File: src/rtl/wb_timer_if.sv
// Wishbone B4 pipelined bus bundle shared by the SoC interconnect and its slaves.
// Ports:
//   clk, rst  bus-level clock and reset (slaves may use their own instead)
// Signals:
//   cyc, stb, we, adr[31:0], sel[3:0], dat_m[31:0]   master -> slave
//   dat_s[31:0], ack, stall, err                      slave -> master
interface wb_if (
  input logic clk,
  input logic rst
);
  logic        cyc;
  logic        stb;
  logic        we;
  logic [31:0] adr;
  logic [3:0]  sel;
  logic [31:0] dat_m;
  logic [31:0] dat_s;
  logic        ack;
  logic        stall;
  logic        err;

  modport master (
    input  clk, rst, dat_s, ack, stall, err,
    output cyc, stb, we, adr, sel, dat_m
  );

  modport slave (
    input  clk, rst, cyc, stb, we, adr, sel, dat_m,
    output dat_s, ack, stall, err
  );
endinterface

File: src/rtl/wb_timer.sv
// RISC-V machine timer (mtime / mtimecmp) on the Wishbone bus, producing the
// level-sensitive machine timer interrupt for the core.
// Ports:
//   clk        system clock; all logic runs on it
//   rst        synchronous, active-high reset
//   wb         Wishbone B4 pipelined slave (cyc/stb/we/adr/sel/dat_m in,
//              dat_s/ack/stall/err out); the bundle's own clk/rst are unused
//   irq_timer  registered (mtime >= mtimecmp), active-high level
// Register map (byte offset inside the window):
//   0x00 MTIME_LO, 0x04 MTIME_HI, 0x08 MTIMECMP_LO, 0x0C MTIMECMP_HI,
//   0x10 CTRL {PRESCALE[15:8], EN[0]}, 0x14 MTIME_HI_SNAP (read-only)
module wb_timer #(
  parameter logic [7:0] PRESCALE_RESET = 8'd99,
  parameter int         ADDR_WIDTH     = 12
) (
  input  logic clk,
  input  logic rst,
  wb_if.slave  wb,
  output logic irq_timer
);

  localparam logic [2:0] REG_MTIME_LO = 3'd0;
  localparam logic [2:0] REG_MTIME_HI = 3'd1;
  localparam logic [2:0] REG_CMP_LO   = 3'd2;
  localparam logic [2:0] REG_CMP_HI   = 3'd3;
  localparam logic [2:0] REG_CTRL     = 3'd4;
  localparam logic [2:0] REG_SNAP     = 3'd5;

  logic [63:0] mtime;
  logic [63:0] mtimecmp;
  logic        en;
  logic [7:0]  prescale;
  logic [7:0]  pre_cnt;
  logic [31:0] snap;

  logic        ack_q;
  logic        err_q;
  logic [31:0] dat_q;

  logic [ADDR_WIDTH-1:0] off;
  logic [2:0]            idx;
  logic                  req;
  logic                  hit;
  logic                  wr;
  logic                  rd;
  logic                  tick;
  logic [31:0]           ctrl_val;
  logic [31:0]           ctrl_new;
  logic [31:0]           rd_data;

  // Window-external address bits and the bundle's clock/reset carry no meaning here.
  logic unused_bits;
  assign unused_bits = ^{wb.clk, wb.rst, wb.adr[31:ADDR_WIDTH]};

  // Replace only the byte lanes selected by sel.
  function automatic logic [31:0] merge_bytes(input logic [31:0] cur,
                                              input logic [31:0] val,
                                              input logic [3:0]  lanes);
    logic [31:0] res;
    res = cur;
    for (int i = 0; i < 4; i++) begin
      if (lanes[i]) res[8*i +: 8] = val[8*i +: 8];
    end
    return res;
  endfunction

  // Address decode: only word-aligned offsets 0x00..0x14 are backed by a register;
  // everything else in the window answers with err.
  always_comb begin
    req      = wb.cyc & wb.stb;
    off      = wb.adr[ADDR_WIDTH-1:0];
    idx      = off[4:2];
    hit      = (off[ADDR_WIDTH-1:5] == '0) && (off[1:0] == 2'b00) && (idx <= REG_SNAP);
    wr       = req & hit & wb.we;
    rd       = req & hit & ~wb.we;
    tick     = en && (pre_cnt == prescale);
    ctrl_val = {16'h0000, prescale, 7'h00, en};
    ctrl_new = merge_bytes(ctrl_val, wb.dat_m, wb.sel);
    rd_data  = '0;
    case (idx)
      REG_MTIME_LO: rd_data = mtime[31:0];
      REG_MTIME_HI: rd_data = mtime[63:32];
      REG_CMP_LO:   rd_data = mtimecmp[31:0];
      REG_CMP_HI:   rd_data = mtimecmp[63:32];
      REG_CTRL:     rd_data = ctrl_val;
      REG_SNAP:     rd_data = snap;
      default:      rd_data = '0;
    endcase
  end

  // Bus response: one ack or err per accepted request, one cycle later; read data
  // is captured from the register values present when the request was seen.
  always_ff @(posedge clk) begin
    if (rst) begin
      ack_q <= 1'b0;
      err_q <= 1'b0;
      dat_q <= '0;
    end else begin
      ack_q <= req & hit;
      err_q <= req & ~hit;
      dat_q <= rd ? rd_data : '0;
    end
  end

  // Control register and prescaler. A write touching the PRESCALE byte restarts
  // the count so the new period starts cleanly.
  always_ff @(posedge clk) begin
    if (rst) begin
      en       <= 1'b1;
      prescale <= PRESCALE_RESET;
      pre_cnt  <= '0;
    end else begin
      if (wr && idx == REG_CTRL) begin
        en       <= ctrl_new[0];
        prescale <= ctrl_new[15:8];
      end
      if (wr && idx == REG_CTRL && wb.sel[1]) begin
        pre_cnt <= '0;
      end else if (tick) begin
        pre_cnt <= '0;
      end else if (en) begin
        pre_cnt <= pre_cnt + 8'd1;
      end
    end
  end

  // mtime: a bus write to either half takes priority over the tick, so software
  // sees exactly the value it wrote. The snapshot captures the upper half whenever
  // the lower half is read, giving a tear-free 64-bit read.
  always_ff @(posedge clk) begin
    if (rst) begin
      mtime    <= '0;
      mtimecmp <= '1;
      snap     <= '0;
    end else begin
      if (wr && idx == REG_MTIME_LO) begin
        mtime[31:0] <= merge_bytes(mtime[31:0], wb.dat_m, wb.sel);
      end else if (wr && idx == REG_MTIME_HI) begin
        mtime[63:32] <= merge_bytes(mtime[63:32], wb.dat_m, wb.sel);
      end else if (tick) begin
        mtime <= mtime + 64'd1;
      end
      if (wr && idx == REG_CMP_LO) begin
        mtimecmp[31:0] <= merge_bytes(mtimecmp[31:0], wb.dat_m, wb.sel);
      end
      if (wr && idx == REG_CMP_HI) begin
        mtimecmp[63:32] <= merge_bytes(mtimecmp[63:32], wb.dat_m, wb.sel);
      end
      if (rd && idx == REG_MTIME_LO) begin
        snap <= mtime[63:32];
      end
    end
  end

  // Interrupt compares the current register contents every cycle, independent of EN.
  always_ff @(posedge clk) begin
    if (rst) begin
      irq_timer <= 1'b0;
    end else begin
      irq_timer <= (mtime >= mtimecmp);
    end
  end

  assign wb.ack   = ack_q;
  assign wb.err   = err_q;
  assign wb.dat_s = dat_q;
  assign wb.stall = 1'b0;

endmodule
File: src/flat_wrapper.sv
// flat-port wrapper written by rule: the top's interface ports become plain ports
module wb_timer_flat 
#(
  parameter logic [7:0] PRESCALE_RESET = 8'd99,
  parameter int         ADDR_WIDTH     = 12
)
  (clk, rst, irq_timer, wb_cyc, wb_stb, wb_we, wb_adr, wb_sel, wb_dat_m, wb_dat_s, wb_ack, wb_stall, wb_err);
  wb_if wb_i (.clk(clk), .rst(rst));
  input  logic clk;
  input  logic rst;
  output logic irq_timer;
  input wire logic [$bits(wb_i.cyc)-1:0] wb_cyc;
  input wire logic [$bits(wb_i.stb)-1:0] wb_stb;
  input wire logic [$bits(wb_i.we)-1:0] wb_we;
  input wire logic [$bits(wb_i.adr)-1:0] wb_adr;
  input wire logic [$bits(wb_i.sel)-1:0] wb_sel;
  input wire logic [$bits(wb_i.dat_m)-1:0] wb_dat_m;
  output wire logic [$bits(wb_i.dat_s)-1:0] wb_dat_s;
  output wire logic [$bits(wb_i.ack)-1:0] wb_ack;
  output wire logic [$bits(wb_i.stall)-1:0] wb_stall;
  output wire logic [$bits(wb_i.err)-1:0] wb_err;
  assign wb_i.cyc = wb_cyc;
  assign wb_i.stb = wb_stb;
  assign wb_i.we = wb_we;
  assign wb_i.adr = wb_adr;
  assign wb_i.sel = wb_sel;
  assign wb_i.dat_m = wb_dat_m;
  assign wb_dat_s = wb_i.dat_s;
  assign wb_ack = wb_i.ack;
  assign wb_stall = wb_i.stall;
  assign wb_err = wb_i.err;
  wb_timer #(.PRESCALE_RESET(PRESCALE_RESET), .ADDR_WIDTH(ADDR_WIDTH)) u_core (.clk(clk), .rst(rst), .wb(wb_i), .irq_timer(irq_timer));
endmodule
File: config.mk
export PLATFORM = sky130hd
export DESIGN_NAME = wb_timer_flat
export DESIGN_NICKNAME = d
export VERILOG_FILES = /design/src/rtl/wb_timer_if.sv /design/src/rtl/wb_timer.sv /design/src/flat_wrapper.sv
export SDC_FILE = /design/constraint.sdc
export NUM_CORES = 1
export LEC_CHECK = 0
export ABC_AREA = 1
export CAP_MARGIN = 10
export CORE_UTILIZATION = 50
export CTS_CLUSTER_SIZE = 30
export DETAILED_ROUTE_END_ITERATION = 10
export HOLD_SLACK_MARGIN = 0.1
export PLACE_DENSITY = 0.67
export SETUP_SLACK_MARGIN = 0.2
export SLEW_MARGIN = 10
export SYNTH_ARGS = -nofsm -noshare
export SYNTH_HDL_FRONTEND = slang
export SYNTH_SLANG_ARGS = --single-unit
File: constraint.sdc
create_clock -name clk -period 2.2 [get_ports clk]
set_input_delay 0.55 -clock clk [delete_from_list [all_inputs] [get_ports clk]]
set_output_delay 0.55 -clock clk [all_outputs]
set_load 0.02 [all_outputs]
# After elaboration in Yosys (flattened, before gate mapping)
# Index checks and enable logic that the tools add are counted.
[classes] n_addsub=2 order_cmp=2 n_eq_ne=15 n_mux=9 bitwise=9 reduce_logical=35
[op_table] operator="$pmux 32 s6" n=1
[op_table] operator="$mux 32" n=3
[op_table] operator="$add 64x1->64 const B" n=1
[op_table] operator="$ge 64x64->1" n=1
[op_table] operator="$mux 64" n=1
[op_table] operator="$mux 8" n=4
[op_table] operator="$reduce_and 3->1" n=8
[op_table] operator="$reduce_and 2->1" n=10
[op_table] operator="$ne 2x2->1 const B" n=8
[op_table] operator="$logic_and 1x1->1" n=10
[op_table] operator="$add 8x1->8 const B" n=1
[op_table] operator="$eq 8x8->1" n=1
[op_table] operator="$logic_not 7->1" n=1
[op_table] operator="$eq 3x2->1 const B" n=2
[op_table] operator="$eq 3x3->1 const B" n=2
[op_table] operator="$and 1x1->1" n=5
[op_table] operator="$not 1->1" n=4
[op_table] operator="$reduce_bool 2->1" n=2
[op_table] operator="$eq 3x1->1 const B" n=1
[op_table] operator="$le 3x3->1 const B" n=1
[op_table] operator="$logic_not 3->1" n=1
[op_table] operator="$reduce_or 3->1" n=1
[op_table] operator="$logic_not 2->1" n=1
[op_table] operator="$ne 2x1->1 const B" n=1
[op_table] operator="$reduce_or 2->1" n=1
[word_totals] regBits=212 output_inout_bits=36

# Depth between registers and ports, before layout
[depth] ltp_word=8 mapped_depth=13 depth_no_buf=13

# Least setup slack after synthesis
# OpenSTA, ideal clock, no wires.
[synth_path] path_kind="input to register" start="input port wb_adr[8]" end="register u_core.mtime[17]" setup_ps=112 arrival_time_ps=1731 setup_slack_ps=358 cell_stages=11 path_cell_list="nor2_1 -> nand3_1 -> inv_1 -> nand3_1 -> nor2_2 -> nand2_4 -> buf_6 -> a21oi_4 -> nand2_2 -> nor2_1 -> nor2_1"
[synth_between] elab_chain_len=8 word_cells_on_any_way=12 cone_classes="eq/ne: 2; mux: 1; bitwise: 2; reduce/logical: 7"
[synth_rtl] element="start: declaration" line="flat_wrapper.sv:15" rtl="input wire logic [$bits(wb_i.adr)-1:0] wb_adr;"
[synth_rtl] element="$logic_not 7->1 (*)" line="wb_timer.sv:73" rtl="hit = (off[ADDR_WIDTH-1:5] == '0) && (off[1:0] == 2'b00) && (idx <= REG_SNAP);"
[synth_rtl] element="$logic_and 1x1->1 (*) (2 in a row)" line="wb_timer.sv:73"
[synth_rtl] element="$and 1x1->1 (*) (2 in a row)" line="wb_timer.sv:74" rtl="wr = req & hit & wb.we;"
[synth_rtl] element="$logic_and 1x1->1 (on tied branches)" line="wb_timer.sv:136, wb_timer.sv:138"
[synth_rtl] element="$ne 2x2->1 (no line) (tied with other cells)"
[synth_rtl] element="$reduce_and 3->1 (no line)"
[synth_rtl] element="end signal: assignment" line="wb_timer.sv:137" rtl="mtime[31:0] <= merge_bytes(mtime[31:0], wb.dat_m, wb.sel);"
[synth_rtl] element="end signal: assignment" line="wb_timer.sv:141" rtl="mtime <= mtime + 64'd1;"
[synth_rtl] element="end: declaration" line="wb_timer.sv:29" rtl="logic [63:0] mtime;"
# Mark *: on every way between the ends. The rest lies on a longest branch, timed or not.
# A chain may end at the register's enable or synchronous reset.

# Worst setup path after layout
[layout_path] start="register u_core.mtime[8]" end="register u_core.mtime[28]"
[layout_between] elab_chain_len=4
[layout_rtl] element="$add 64x1->64" line="wb_timer.sv:141"
[layout_rtl] element="$mux 64" line="wb_timer.sv:140" rtl="end else if (tick) begin"
[layout_rtl] element="$mux 32" line="wb_timer.sv:138" rtl="end else if (wr && idx == REG_MTIME_HI) begin"
[layout_rtl] element="$mux 32" line="wb_timer.sv:136" rtl="if (wr && idx == REG_MTIME_LO) begin"
# No other way between the ends. The select of a mux whose other input is x is not followed.

==> results_tabular.tex <==
\begin{tabular}{lr}
\hline
Metric & Value \\
\hline
\multicolumn{2}{l}{\textbf{STA}} \\
Slew @ Worst Pin & 0.682 ns \\
Tcrit/Tclk final & 0.890 \\
Peak clock frequency supported by timing & 0.511 GHz \\
Number of max-slew violations in the final report & 0 \\
Setup repair after global routing missed its margin & true \\
Final Hold Violating Endpoints & 0 \\
Setup violation total in the final timing report & 0 \\
Clock Skews & 0.0175 ns \\
Final worst path period need & 1.96 ns \\
Max\_slew headroom & 0.546 \\
\multicolumn{2}{l}{\textbf{CTS}} \\
Number of buffers created by CTS & 25 \\
Clock buffer depth & 3 \\
Library cell used as clock root buffer & clkbuf\_16 \\
Source-to-sink clock delay at the later pin of the worst-skew pair & 0.55 ns \\
CTS sink count & 212 \\
H-tree levels & 1 \\
Clock slew seen by the registers of the worst setup and hold paths & 0.06 ns \\
Clock tree from TritonCTS & yes \\
\multicolumn{2}{l}{\textbf{Synthesis}} \\
Net count after synthesis & 2181 \\
Main combinational cell family by area after synthesis & simple AND/OR/NAND/NOR gates \\
Simple logic cell fraction of the synthesized area & 0.341 \\
Fraction of synthesized area in multiplexers & 0 \\
Most instantiated flip-flop cell in the synthesis netlist & dfxtp\_1 \\
Number of flops mapped to enable cells by yosys & 0 \\
Largest area contributor in the synthesized netlist & dfxtp\_1 \\
Unique masters post-synth & 49 \\
Avg Cell Area, Syn & 6.46 sq um \\
Fraction of synthesized cell area in xor and xnor cells & 0.0173 \\
Area share of fa/ha/maj cells after synthesis & 0.0626 \\
Sequential-to-total area share from yosys stat & 0.322 \\
Area of the mapped netlist & 13200 sq um \\
Synthesized instance count & 2042 \\
Top area cells in the synthesized netlist & dfxtp\_1 (32\%), nand2\_1 (16\%), nor2\_1 (8.5\%) \\
Compound-gate portion of the synthesized area & 0.161 \\
FFs w/ async S/R, synth & 0 \\
Top-area cell type share of the netlist area & 0.322 \\
Flip-flop and latch count after synthesis & 212 \\
Ys Warns & 0 \\
\multicolumn{2}{l}{\textbf{Status}} \\
Status & completed \\
\multicolumn{2}{l}{\textbf{Power}} \\
Net switching share of the total power & 0.236 \\
Maximum ir drop on the vdd rail & 0.711 mV \\
Part of the total power dissipated in combinational logic & 0.055 \\
Static Leakage & 0.00839 uW \\
Part of the power in registers & 0.437 \\
Clk network pwr share & 0.508 \\
Total net switching power & 2080 uW \\
Internal power & 6730 uW \\
Total power divided by cell area & 518 nW/um\^{}2 \\
\multicolumn{2}{l}{\textbf{Global routing}} \\
Via count of the first global-routing pass & 13500 \\
Maximum number of pins on one net before global-route repair & 77 \\
Initial antenna violation count & 1 \\
Final global-route overflow total & 0 \\
All-layer global routing usage & 0.377 \\
Wire length of the first global-routing pass & 76800 um \\
\multicolumn{2}{l}{\textbf{Worst setup path}} \\
Critical path capture point type & register \\
Type of the worst setup path & reg -> reg \\
WP data required & 2.67 ns \\
CP Launch Type & register \\
Endpoint of the most critical register-to-register path & u\_core.mtime[28] \\
Maximum fanout along the worst path & 4 \\
FF-to-FF path depth & 11 \\
Data arrival time at the worst-slack endpoint & 2.43 ns \\
Flop2flop setup slack & 0.24 ns \\
Startpoint of the lowest-slack register-to-register path & u\_core.mtime[8] \\
\multicolumn{2}{l}{\textbf{Floorplanning}} \\
Die Span Y & 164 um \\
Count of pins on the block boundary & 109 \\
Core footprint & 26000 sq um \\
Horizontal extent of the die & 164 um \\
Number of rows in the core area & 59 \\
Initial core utilization & 0.507 \\
Die Footprint & 27000 sq um \\
\multicolumn{2}{l}{\textbf{Finish}} \\
Area of the multi-input gates & 8070 sq um \\
Count of filler cells inserted in the layout & 2432 \\
\# diodes & 0 \\
Commonest cells after routing, fill and taps aside & nand2\_1 (549), nor2\_1 (266), inv\_1 (236), dfxtp\_1 (176), buf\_4 (135) \\
Summed area of non-filler cells in the final layout & 17000 sq um \\
Area growth syn-to-layout & 28.9\% \\
Layout cells sized above 1 & 0.164 \\
Share of the core filled with cells & 0.654 \\
Reg area & 4290 sq um \\
Number of nets in the layout & 2392 \\
Commonest non-fill, non-tap cell in the layout & nand2\_1 \\
\multicolumn{2}{l}{\textbf{Route}} \\
Iteration-0 DRC count of the detailed router & 1600 \\
Total number of vias & 15000 \\
Antenna violation net count after detailed routing & 0 \\
Residual DRC & 0 \\
Total Wirelength & 52700 um \\
Mean routed wirelength per cell & 20.2 um \\
Mean number of vias per cell & 5.77 \\
Detailed-router iteration count before antenna repair & 6 \\
\multicolumn{2}{l}{\textbf{Place}} \\
Routability congestion estimate from global placement & 1.00 \\
Port Buffer Count & 87 \\
Cell Area, Placed & 15400 sq um \\
Post-DP HPWL & 39000 um \\
\multicolumn{2}{l}{\textbf{Min path}} \\
Worst hold path cell count & 3 \\
Worst min-delay path startpoint & rst \\
Sink of the worst hold path & u\_core.prescale[6] \\
Class of the most critical hold timing path & in -> reg \\
\multicolumn{2}{l}{\textbf{Flow run}} \\
Total of max-cap violations & 0 \\
\hline
\end{tabular}
-- cell families (layout without fill, tap and decap cells) --
logic type / Yosys count / count (layout)
adders and majority gates: 66 / 66
xor gates and xnor gates: 26 / 26
other: 1 / 1
and+or+nand+nor: 1061 / 1062
buffers and inverters: 316 / 541
AOI/OAI and AO/OA: 360 / 360
DFF: 212 / 212
-- critical path, stage by stage, from the launching register on --
cell and delay, ns:
dfxtp_1 0.39, nand2_1 0.15, buf_4 0.20, nor2_4 0.17
inv_1 0.07, nor2_1 0.30, nand2_1 0.17, nor2_1 0.13
o21ai_0 0.09, o21ai_0 0.08, nor2_1 0.06, nor2_1 0.09
-- sequential cells by signal, summed over array words and instances (netlist names) --
signal	count
u_core.pre_cnt	8
u_core.en	1
u_core.mtime	64
u_core.irq_timer	1
u_core.prescale	8
u_core.mtimecmp	64
u_core.wb.err	1
u_core.wb.dat_s	32
u_core.snap	32
u_core.wb.ack	1
-- cell type report --
class | instances | share of cell area
timing repair buffer | 250 | 0.142
inverter | 249 | 0.0552
clock buffer | 29 | 0.0383
clock inverter | 13 | 0.0124
multi-input combinational | 1515 | 0.475
tap | 335 | 0.0247
sequential | 212 | 0.253
-- worst max path at each step --
stage	startpoint	slack (ns)	endpoint
after floorplan	wb_adr[8]	0.36	u_core.mtime[17]
after CTS	u_core.mtime[23]	0.18	u_core.mtime[52]
after global routing	u_core.mtime[18]	0.13	u_core.mtime[23]
after detailed placement	wb_adr[6]	-0.35	u_core.mtime[29]
after global placement	wb_adr[3]	-0.31	u_core.mtime[25]
final	u_core.mtime[8]	0.24	u_core.mtime[28]
-- synth_stat cells (3+ instances only) --
cell / instances
xor2_1: 23
o21ai_1: 16
nand3_2: 5
o21ai_0: 76
buf_2: 17
nand2_1: 565
a21oi_1: 117
a31oi_1: 28
buf_1: 3
inv_2: 7
inv_1: 240
nand2_2: 12
nor2_1: 300
clkbuf_1: 37
o21a_1: 3
nor2_4: 11
nor2_2: 8
xnor2_1: 3
dfxtp_1: 212
ha_1: 66
nand2_4: 5
nor3_1: 15
o22ai_1: 39
buf_6: 8
nand3_1: 97
nand4_1: 27
o211ai_1: 69
and2_1: 4
-- metal layers --
layer / wire, um / track usage / vias up / share of wire
li1: - / - / 7069 / -
met1: 22400 / 0.519 / 7061 / 0.43
met2: 23400 / 0.614 / 758 / 0.44
met3: 4650 / 0.0397 / 126 / 0.088
met4: 2200 / 0.127 / 2 / 0.042
met5: 12 / 0 / - / 0.00023
-- stage by stage --
stage               total power [uW]  hold slack (ns)  setup TNS, ns  instances  setup WS [ns]
finish                          8800            0.319              0       2603          0.243
global route                    8990            0.334              0       2603          0.127
global placement                4390            0.434         -37.80       2540         -0.308
CTS                             8810            0.309              0       2584          0.176
floorplan                       4120            0.424              0       2042          0.358
detailed placement              4400            0.443         -44.25       2540         -0.352
-- timing repair --
| item | CTS | global route |
|---|---|---|
| pin swaps | 6 | 42 |
| gates cloned | 0 | 4 |
| setup endpoints to repair | 49 | 149 |
| hold buffers | 0 | 0 |
| setup buffers | 2 | 15 |
| resized for setup | 48 | 141 |
-- power by group through the flow --
stage / sequential [uW] / clock (uW) / combinational [uW]
after floorplan: 3930 / 0 / 187
after global placement: 3940 / 0 / 458
after detailed placement: 3940 / 0 / 462
after CTS: 3850 / 4500 / 464
after global routing: 3850 / 4640 / 506
final: 3850 / 4470 / 481
(Power assumes the default switching activity.)
